$ cat config.mk
export PLATFORM = sky130hd
export DESIGN_NAME = serial_sub_22bit
export DESIGN_NICKNAME = d
export VERILOG_FILES = /design/src/rtl/serial_sub_22bit.sv
export SDC_FILE = /design/constraint.sdc
export NUM_CORES = 1
export LEC_CHECK = 0
export ABC_AREA = 1
export BUFFER_PORTS_ARGS = -buffer_cell sky130_fd_sc_hd__buf_2
export CAP_MARGIN = 10
export CORE_ASPECT_RATIO = 0.9
export CORE_MARGIN = 2
export CORE_UTILIZATION = 50
export CTS_CLUSTER_DIAMETER = 200
export DETAILED_ROUTE_END_ITERATION = 16
export PLACE_DENSITY_LB_ADDON = 0.2
export SLEW_MARGIN = 5
export SYNTH_ARGS = -nofsm -noshare
export SYNTH_HDL_FRONTEND = slang
export SYNTH_SLANG_ARGS = --single-unit
$ cat constraint.sdc
create_clock -name i_clk -period 1.1 [get_ports i_clk]
set_input_delay 0.22 -clock i_clk [delete_from_list [all_inputs] [get_ports i_clk]]
set_output_delay 0.22 -clock i_clk [all_outputs]
set_load 0.02 [all_outputs]
$ cat src/rtl/serial_sub_22bit.sv
// Bit-serial ripple-borrow subtractor. It handles one bit per clock, LSB first.
//   i_clk        : clock; all state updates happen on its rising edge
//   i_rst_n      : synchronous active-low reset
//   i_start      : begin a subtraction (accepted in IDLE or DONE, ignored in RUN)
//   i_sub_term1  : minuend, captured when a start is accepted
//   i_sub_term2  : subtrahend, captured when a start is accepted
//   o_busy       : high while in RUN
//   o_done       : one-cycle pulse when the result is ready
//   o_result     : {borrow_out, difference}; held until the next completion or reset
module serial_sub_22bit #(
  parameter int WIDTH = 22
) (
  input  logic             i_clk,
  input  logic             i_rst_n,
  input  logic             i_start,
  input  logic [WIDTH-1:0] i_sub_term1,
  input  logic [WIDTH-1:0] i_sub_term2,
  output logic             o_busy,
  output logic             o_done,
  output logic [WIDTH:0]   o_result
);

  localparam int CW = $clog2(WIDTH + 1);

  typedef enum logic [1:0] {IDLE, RUN, DONE} state_t;

  state_t           state;
  logic [WIDTH-1:0] a_sr, b_sr, diff_sr;
  logic             bw;
  logic [CW-1:0]    cnt;

  // One full-subtractor cell working on the current LSBs.
  logic a0, b0, d, bw_next;
  assign a0      = a_sr[0];
  assign b0      = b_sr[0];
  assign d       = a0 ^ b0 ^ bw;
  assign bw_next = (~a0 & b0) | (~(a0 ^ b0) & bw);

  always_ff @(posedge i_clk) begin
    if (!i_rst_n) begin
      state    <= IDLE;
      a_sr     <= '0;
      b_sr     <= '0;
      diff_sr  <= '0;
      bw       <= 1'b0;
      cnt      <= '0;
      o_busy   <= 1'b0;
      o_done   <= 1'b0;
      o_result <= '0;
    end else begin
      case (state)
        IDLE, DONE: begin
          o_done <= 1'b0;
          if (i_start) begin
            state   <= RUN;
            a_sr    <= i_sub_term1;
            b_sr    <= i_sub_term2;
            diff_sr <= '0;
            bw      <= 1'b0;
            cnt     <= '0;
            o_busy  <= 1'b1;
          end else begin
            state  <= IDLE;
            o_busy <= 1'b0;
          end
        end
        RUN: begin
          // Difference bits enter at the MSB, so after WIDTH shifts
          // bit 0 of the result sits at diff_sr[0].
          diff_sr <= {d, diff_sr[WIDTH-1:1]};
          a_sr    <= a_sr >> 1;
          b_sr    <= b_sr >> 1;
          bw      <= bw_next;
          cnt     <= cnt + 1'b1;
          if (cnt == CW'(WIDTH - 1)) begin
            // The last bit is merged in directly. This lets o_result update on
            // the same edge that enters DONE, and the output never carries a
            // partial difference.
            state    <= DONE;
            o_busy   <= 1'b0;
            o_done   <= 1'b1;
            o_result <= {bw_next, d, diff_sr[WIDTH-1:1]};
          end
        end
        default: begin
          state  <= IDLE;
          o_busy <= 1'b0;
          o_done <= 1'b0;
        end
      endcase
    end
  end

endmodule
==> impl_metrics.py, run 1 <==
metrics = {
    "run_status": {
        "outcome": "finished with violations",
        "violations": "negative setup slack",
    },
    "route": {
        "detail-route-antenna-nets": 0,
        "wl_per_cell_um": 17.8,
        "post_detailed_route_drc_marker_count": 0,
        "dr.pass1.iters": 5,
        "dr_total_vias": 4722,
        "viasPerCell": 5.63,
        "drt-initial-drc-count": 393,
        "final_wirelength_mm": 14.9,
    },
    "cts": {
        "cts_root_buf": "sky130_fd_sc_hd__clkbuf_8",
        "clkTransAtPathRegs_ps": 90,
        "clk_latency_ps": 360,
        "cts_inserted_buffers": 9,
        "cts-hold-fix-buffers": 0,
        "cts.htree.levels": 3,
        "clkSinkCount": 98,
        "cts_tree": "done",
        "clk_path_buf_depth": 2,
    },
    "setup_path": {
        "timing.critical_path.slowest_cell_delay_ps": 330,
        "critPathCaptureType": "flip-flop",
        "timing.critical_path.slowest_stage_cell": "sky130_fd_sc_hd__dfxtp_2",
        "timing.critical_path.required_ps": 1400,
        "worst-setup-path-type": "reg -> reg",
        "timing.critical_path.fanout_max": 4,
        "worst_setup_path_start_kind": "flip-flop",
        "worstPathCellList": "inv_2, ha_4, buf_4, buf_4, nand4_1, nor2_2, nand2_1, nand2_1",
        "critPathArrivalTime_ps": 1610,
    },
    "timing": {
        "relSlewSlack_pct": 79.2,
        "hold_violations": 0,
        "grt_setup_unrepaired": "true",
        "layout_worst_path_cycle_share_pct": 120,
        "clock_skew_ps": 12.4,
        "fmax_mhz": 761,
        "worst_slack_ps": -215,
        "setup_violations": 95,
        "report.final.slew_viol_count": 0,
        "min_period_ps": 1310,
        "tightest_slew_ps": 311,
    },
    "global_route": {
        "grt_start_max_net_pins": 33,
        "via_count_of_the_first_global_routing_pass": 4047,
        "gr-total-overflow": 0,
        "globalRouteTotalUtil_pct": 23.0,
        "antenna_found_initial": 0,
        "grt_first_pass_wirelength_mm": 18.6,
    },
    "synth": {
        "syn_area_mm2": 0.00454,
        "ys.warnings.count": 0,
        "ys_seq_area_share_pct": 43.2,
        "synth_cells": 602,
        "syn-num-nets": 652,
        "postSynthRegisterBits": 98,
        "yosysUniqueCellTypes": 27,
        "synth.avg_cell_area_um2": 7.54,
    },
    "power": {
        "power_mw": 8.05,
        "irDropWorstVdd_uv": 703,
        "total_power_density_per_cell_area_mw_per_mm2": 1190,
        "static_leakage_power_nw": 2.80,
    },
    "flow_run": {
        "max_cap_viol_count": 0,
    },
    "layout": {
        "drive_gt1_share_pct": 49.2,
        "post-route-cell-area_mm2": 0.00679,
        "diode_insertion_count_for_antenna_repair": 0,
        "layout-area-overhead-vs-synth_pct": 49.5,
        "total_nets_final": 765,
    },
    "die": {
        "die_w_um": 104,
        "floorplan.die_area_mm2": 0.00986,
        "initial_utilization_pct": 52.2,
        "placementRows": 32,
        "core_area_mm2": 0.00869,
        "io_pins": 72,
        "floorplan.die.height_um": 94.4,
    },
    "placed_design": {
        "port-buffer-count": 71,
        "post_dp_cell_area_mm2": 0.00514,
        "detailed_place_hpwl_mm": 7.04,
        "gp_routability_congestion": 0.779,
    },
    "hold_path": {
        "min-delay-path-class": "in -> reg",
    },
}
-- per-layer routing --
layer	part of all wire [%]	track usage (%)	vias up
met5	0	0	-
met4	2.5	7.55	0
met3	6.3	3.45	35
met2	49	38.6	205
met1	42	30.7	2287
li1	-	-	2195
-- worst max-delay path: cells and delay by family (launching register included) --
family	cells	cell delay, ps
adders and majority gates	1	140
buffers and inverters	3	250
DFF	1	330
and+or+nand+nor	4	530
-- cells in the final DEF (no fill, tap or decap), drive strengths merged --
cell / instances
buf: 134
o21ai: 27
clkinv: 6
inv: 62
clkinvlp: 1
ha: 2
dfxtp: 98
a21oi: 57
nand3: 152
clkbuf: 23
nand4: 1
nor2: 33
nand2: 123
fa: 1
-- Yosys cell counts, drive strengths merged --
library cell  instances  area share [%]
a21oi                57             7.8
buf                  37             6.2
clkbuf                8            0.72
dfxtp                98              43
fa                    1            0.44
ha                    2            0.55
inv                  64             5.4
nand2               123              11
nand3               152              19
nand4                 1            0.14
nor2                 32             3.2
o21ai                27             3.0
-- cell families (layout without fill, tap and decap cells) --
kind of cell	after synthesis	after routing	synth area share, %
DFF	98	98	43.2
buffers and inverters	109	226	12.3
and+or+nand+nor	308	309	32.7
adders and majority gates	3	3	0.992
AOI/OAI and AO/OA	84	84	10.7
-- cell type report --
class                      instances  area (µm²)
inverter                          64         285
multi-input combinational        396        2670
fill                             549        1900
clock buffer                      11         131
clock inverter                     5        31.3
sequential                        98        2000
tap                              119         149
timing repair buffer             146        1520
-- sequential cells by signal (all words and copies together), names as in the netlist --
| signal | flops |
|---|---|
| o_done | 1 |
| a_sr | 22 |
| b_sr | 22 |
| o_result | 23 |
| state | 2 |
| cnt | 5 |
| o_busy | 1 |
| diff_sr | 21 |
| bw | 1 |
-- what timing repair did --
action,in CTS,in global routing
gates cloned,3,17
setup endpoints to repair,107,103
setup buffers,5,16
pin swaps,8,72
gates resized for setup,68,201
-- report_power, final --
part | leakage (nW) | internal [mW] | switching [mW] | total (mW)
Sequential | 0.810 | 3.70 | 0.136 | 3.83
Combinational | 1.91 | 1.00 | 1.16 | 2.16
Clock | 0.0831 | 0.818 | 1.24 | 2.05
Total | 2.80 | 5.52 | 2.53 | 8.05
-- worst paths after layout --
kind	startpoint	end	slack [ps]	cells after the start
setup / recovery	cnt[1]	o_result[18]	-210	8
hold / removal	i_sub_term1[12]	a_sr[12]	50	3
setup reg to reg	cnt[1]	o_result[18]	-210	8
hold reg to reg	a_sr[14]	a_sr[14]	460	2
-- through the flow --
step	TNS, ps	util (%)	instances	hold slack (ps)	worst slack, ps
6_report	-8420	78.1	839	54.0	-215
5_1_grt	-11630	78.1	839	59.6	-258
4_1_cts	-1950	64.5	810	39.7	-100
3_5_place_dp	-5410	59.2	786	424	-111
3_3_place_gp	-3450	59.2	786	420	-97.1
2_1_floorplan	-475	-	602	330	-25.2
(Power assumes the default switching activity.)
==> run 2: changes to the inputs <==
--- a/config.mk
+++ b/config.mk
@@ -9,11 +9,11 @@
 export BUFFER_PORTS_ARGS = -buffer_cell sky130_fd_sc_hd__buf_2
 export CAP_MARGIN = 10
 export CORE_ASPECT_RATIO = 0.9
-export CORE_MARGIN = 2
+export CORE_MARGIN = 10
 export CORE_UTILIZATION = 50
 export CTS_CLUSTER_DIAMETER = 200
 export DETAILED_ROUTE_END_ITERATION = 16
-export PLACE_DENSITY_LB_ADDON = 0.2
+export PLACE_DENSITY = 0.75
 export SLEW_MARGIN = 5
 export SYNTH_ARGS = -nofsm -noshare
 export SYNTH_HDL_FRONTEND = slang
==> run 2 against run 1 <==
Effect of this change:
- the flow still finishes with violations (negative setup slack)
- die area increased by 35%
- utilization decreased by 2.0 points
- combinational power decreased by 8%
- setup slack got worse by 98 ps
- critical path type unchanged
- largest cell class unchanged
- largest power group unchanged
==> impl_metrics.py, run 2 (synthesis results as in run 1) <==
metrics = {
    "run_status": {
        "outcome": "finished with violations",
        "violations": "negative setup slack",
    },
    "route": {
        "post_detailed_route_drc_marker_count": 0,
        "dr.pass1.iters": 6,
        "drt-initial-drc-count": 555,
        "dr_total_vias": 4795,
        "detail-route-antenna-nets": 0,
        "viasPerCell": 5.78,
        "wl_per_cell_um": 19.8,
        "final_wirelength_mm": 16.5,
    },
    "die": {
        "core_area_mm2": 0.00873,
        "placementRows": 32,
        "floorplan.die.height_um": 110,
        "io_pins": 72,
        "die_w_um": 120,
        "initial_utilization_pct": 52.0,
        "floorplan.die_area_mm2": 0.0133,
    },
    "setup_path": {
        "timing.critical_path.slowest_cell_delay_ps": 350,
        "critPathCaptureType": "flip-flop",
        "timing.critical_path.required_ps": 1400,
        "critPathArrivalTime_ps": 1710,
        "timing.critical_path.fanout_max": 4,
        "worst_path_most_repeated_cell": "sky130_fd_sc_hd__nand2_1",
        "worst_setup_path_start_kind": "flip-flop",
        "worstPathCellList": "inv_2, ha_4, buf_4, nand4_1, nor2_2, nand2_1, nand2_1",
        "timing.critical_path.max_delay_family": "simple AND/OR/NAND/NOR gates",
        "worst-setup-path-type": "reg -> reg",
        "critical_path_buf_inv_count": 2,
        "timing.critical_path.slowest_stage_cell": "sky130_fd_sc_hd__dfxtp_2",
    },
    "placed_design": {
        "detailed_place_hpwl_mm": 7.65,
        "gp_routability_congestion": 0.841,
        "detailedPlace.worstSlack_ps": -228,
        "port-buffer-count": 71,
        "numPlacedInstances": 788,
    },
    "timing": {
        "clock_skew_ps": 16.0,
        "min_period_ps": 1410,
        "fin_tns_setup_ps": -11520,
        "worst_slack_ps": -312,
        "setup_violations": 99,
        "grt_setup_unrepaired": "true",
        "hold_violations": 0,
        "fmax_mhz": 708,
        "report.final.slew_viol_count": 0,
        "relSlewSlack_pct": 75.9,
        "tightest_slew_ps": 362,
        "final.hold.worst_slack_ps": 46.9,
        "layout_worst_path_cycle_share_pct": 128,
    },
    "power": {
        "static_leakage_power_nw": 2.70,
        "irDropWorstVdd_uv": 885,
        "total_power_density_per_cell_area_mw_per_mm2": 1280,
        "power_mw": 8.48,
    },
    "cts": {
        "cts.htree.levels": 3,
        "clk_latency_ps": 370,
        "cts-hold-fix-buffers": 0,
        "clk_path_buf_depth": 2,
        "cts_root_buf": "sky130_fd_sc_hd__clkbuf_8",
        "clkTransAtPathRegs_ps": 100,
        "clkSinkCount": 98,
        "cts_tree": "done",
        "cts_inserted_buffers": 9,
    },
    "global_route": {
        "gr-total-overflow": 0,
        "gr-usage-met3_pct": 3.36,
        "antenna_found_initial": 0,
        "use_met1_pct": 21.3,
        "globalRouteTotalUtil_pct": 17.0,
        "via_count_of_the_first_global_routing_pass": 4080,
        "globalRouteMet2Util_pct": 28.3,
        "busiest_layer": "met2",
        "grt_start_max_net_pins": 37,
        "grt_first_pass_wirelength_mm": 19.0,
    },
    "layout": {
        "total_nets_final": 756,
        "diode_insertion_count_for_antenna_repair": 0,
        "final_cell_count_no_fill": 830,
        "max_flop_register": "o_result",
        "layout_top_registers": "o_result (23), a_sr (22), b_sr (22)",
        "largest_register_ff_count": 23,
        "layout-area-overhead-vs-synth_pct": 46.4,
        "most_common_cell_after_layout_fill_and_taps_aside": "sky130_fd_sc_hd__nand2_1",
        "drive_gt1_share_pct": 51.8,
        "highest_count_cells_in_the_layout_ignoring_fill_and_taps": "sky130_fd_sc_hd__nand2_1 (94), sky130_fd_sc_hd__nand3_1 (78), sky130_fd_sc_hd__nand3_2 (69)",
    },
    "flow_run": {
        "max_cap_viol_count": 0,
    },
    "hold_path": {
        "min-delay-path-class": "in -> reg",
    },
}
run 2: changes by cell type in the layout (fill, tap and decap cells not counted), sizes merged:
cell / change
clkbuf: -4
clkinv: -4
bufinv: +2
inv: +2
buf: -5
run 2: worst register-to-register path, stage by stage (launching register included):
cell and delay [ps]:
sky130_fd_sc_hd__dfxtp_2 350, sky130_fd_sc_hd__inv_2 80, sky130_fd_sc_hd__ha_4 160, sky130_fd_sc_hd__buf_4 110
sky130_fd_sc_hd__nand4_1 160, sky130_fd_sc_hd__nor2_2 280, sky130_fd_sc_hd__nand2_1 110, sky130_fd_sc_hd__nand2_1 90
run 2: final timing paths:
path / startpoint / to / slack (ps) / cells after the start
setup / recovery: cnt[1] / o_result[18] / -310 / 7
hold / removal: i_sub_term1[17] / a_sr[17] / 50 / 3
setup reg to reg: cnt[1] / o_result[18] / -310 / 7
hold reg to reg: a_sr[14] / a_sr[14] / 460 / 2
run 2: power breakdown:
part | switching [mW] | internal, mW
Clock | 1.30 | 1.36
Combinational | 1.12 | 0.854
Sequential | 0.142 | 3.70
run 2: per-layer routing:
| metal | share of wire, % | wire length [µm] |
|---|---|---|
| met3 | 8.4 | 1390 |
| met5 | 0 | 0 |
| met1 | 38 | 6270 |
| met4 | 5.8 | 957 |
| met2 | 48 | 7850 |
run 2: final cells by class:
class / instances / area (µm²)
Multi-Input combinational cell: 396 / 2630
Fill cell: 566 / 2080
Sequential cell: 98 / 2000
Timing Repair Buffer: 137 / 1350
Inverter: 64 / 283
Tap cell: 119 / 149
Clock buffer: 11 / 141
Clock inverter: 5 / 85.1
run 2: stage by stage:
| stage | utilization (%) | cell area [µm²] |
|---|---|---|
| 5_1_grt | 76.1 | 6650 |
| 3_3_place_gp | 59.1 | 5160 |
| 3_5_place_dp | 59.1 | 5160 |
| 2_1_floorplan | - | 4570 |
| 4_1_cts | 65.0 | 5670 |
| 6_report | 76.1 | 6650 |
run 2: repair_timing:
| action | in CTS | in global routing |
|---|---|---|
| setup buffers | 4 | 10 |
| setup endpoints to repair | 115 | 118 |
| pin swaps | 12 | 67 |
| cloned | 3 | 9 |
| resized for setup | 72 | 208 |
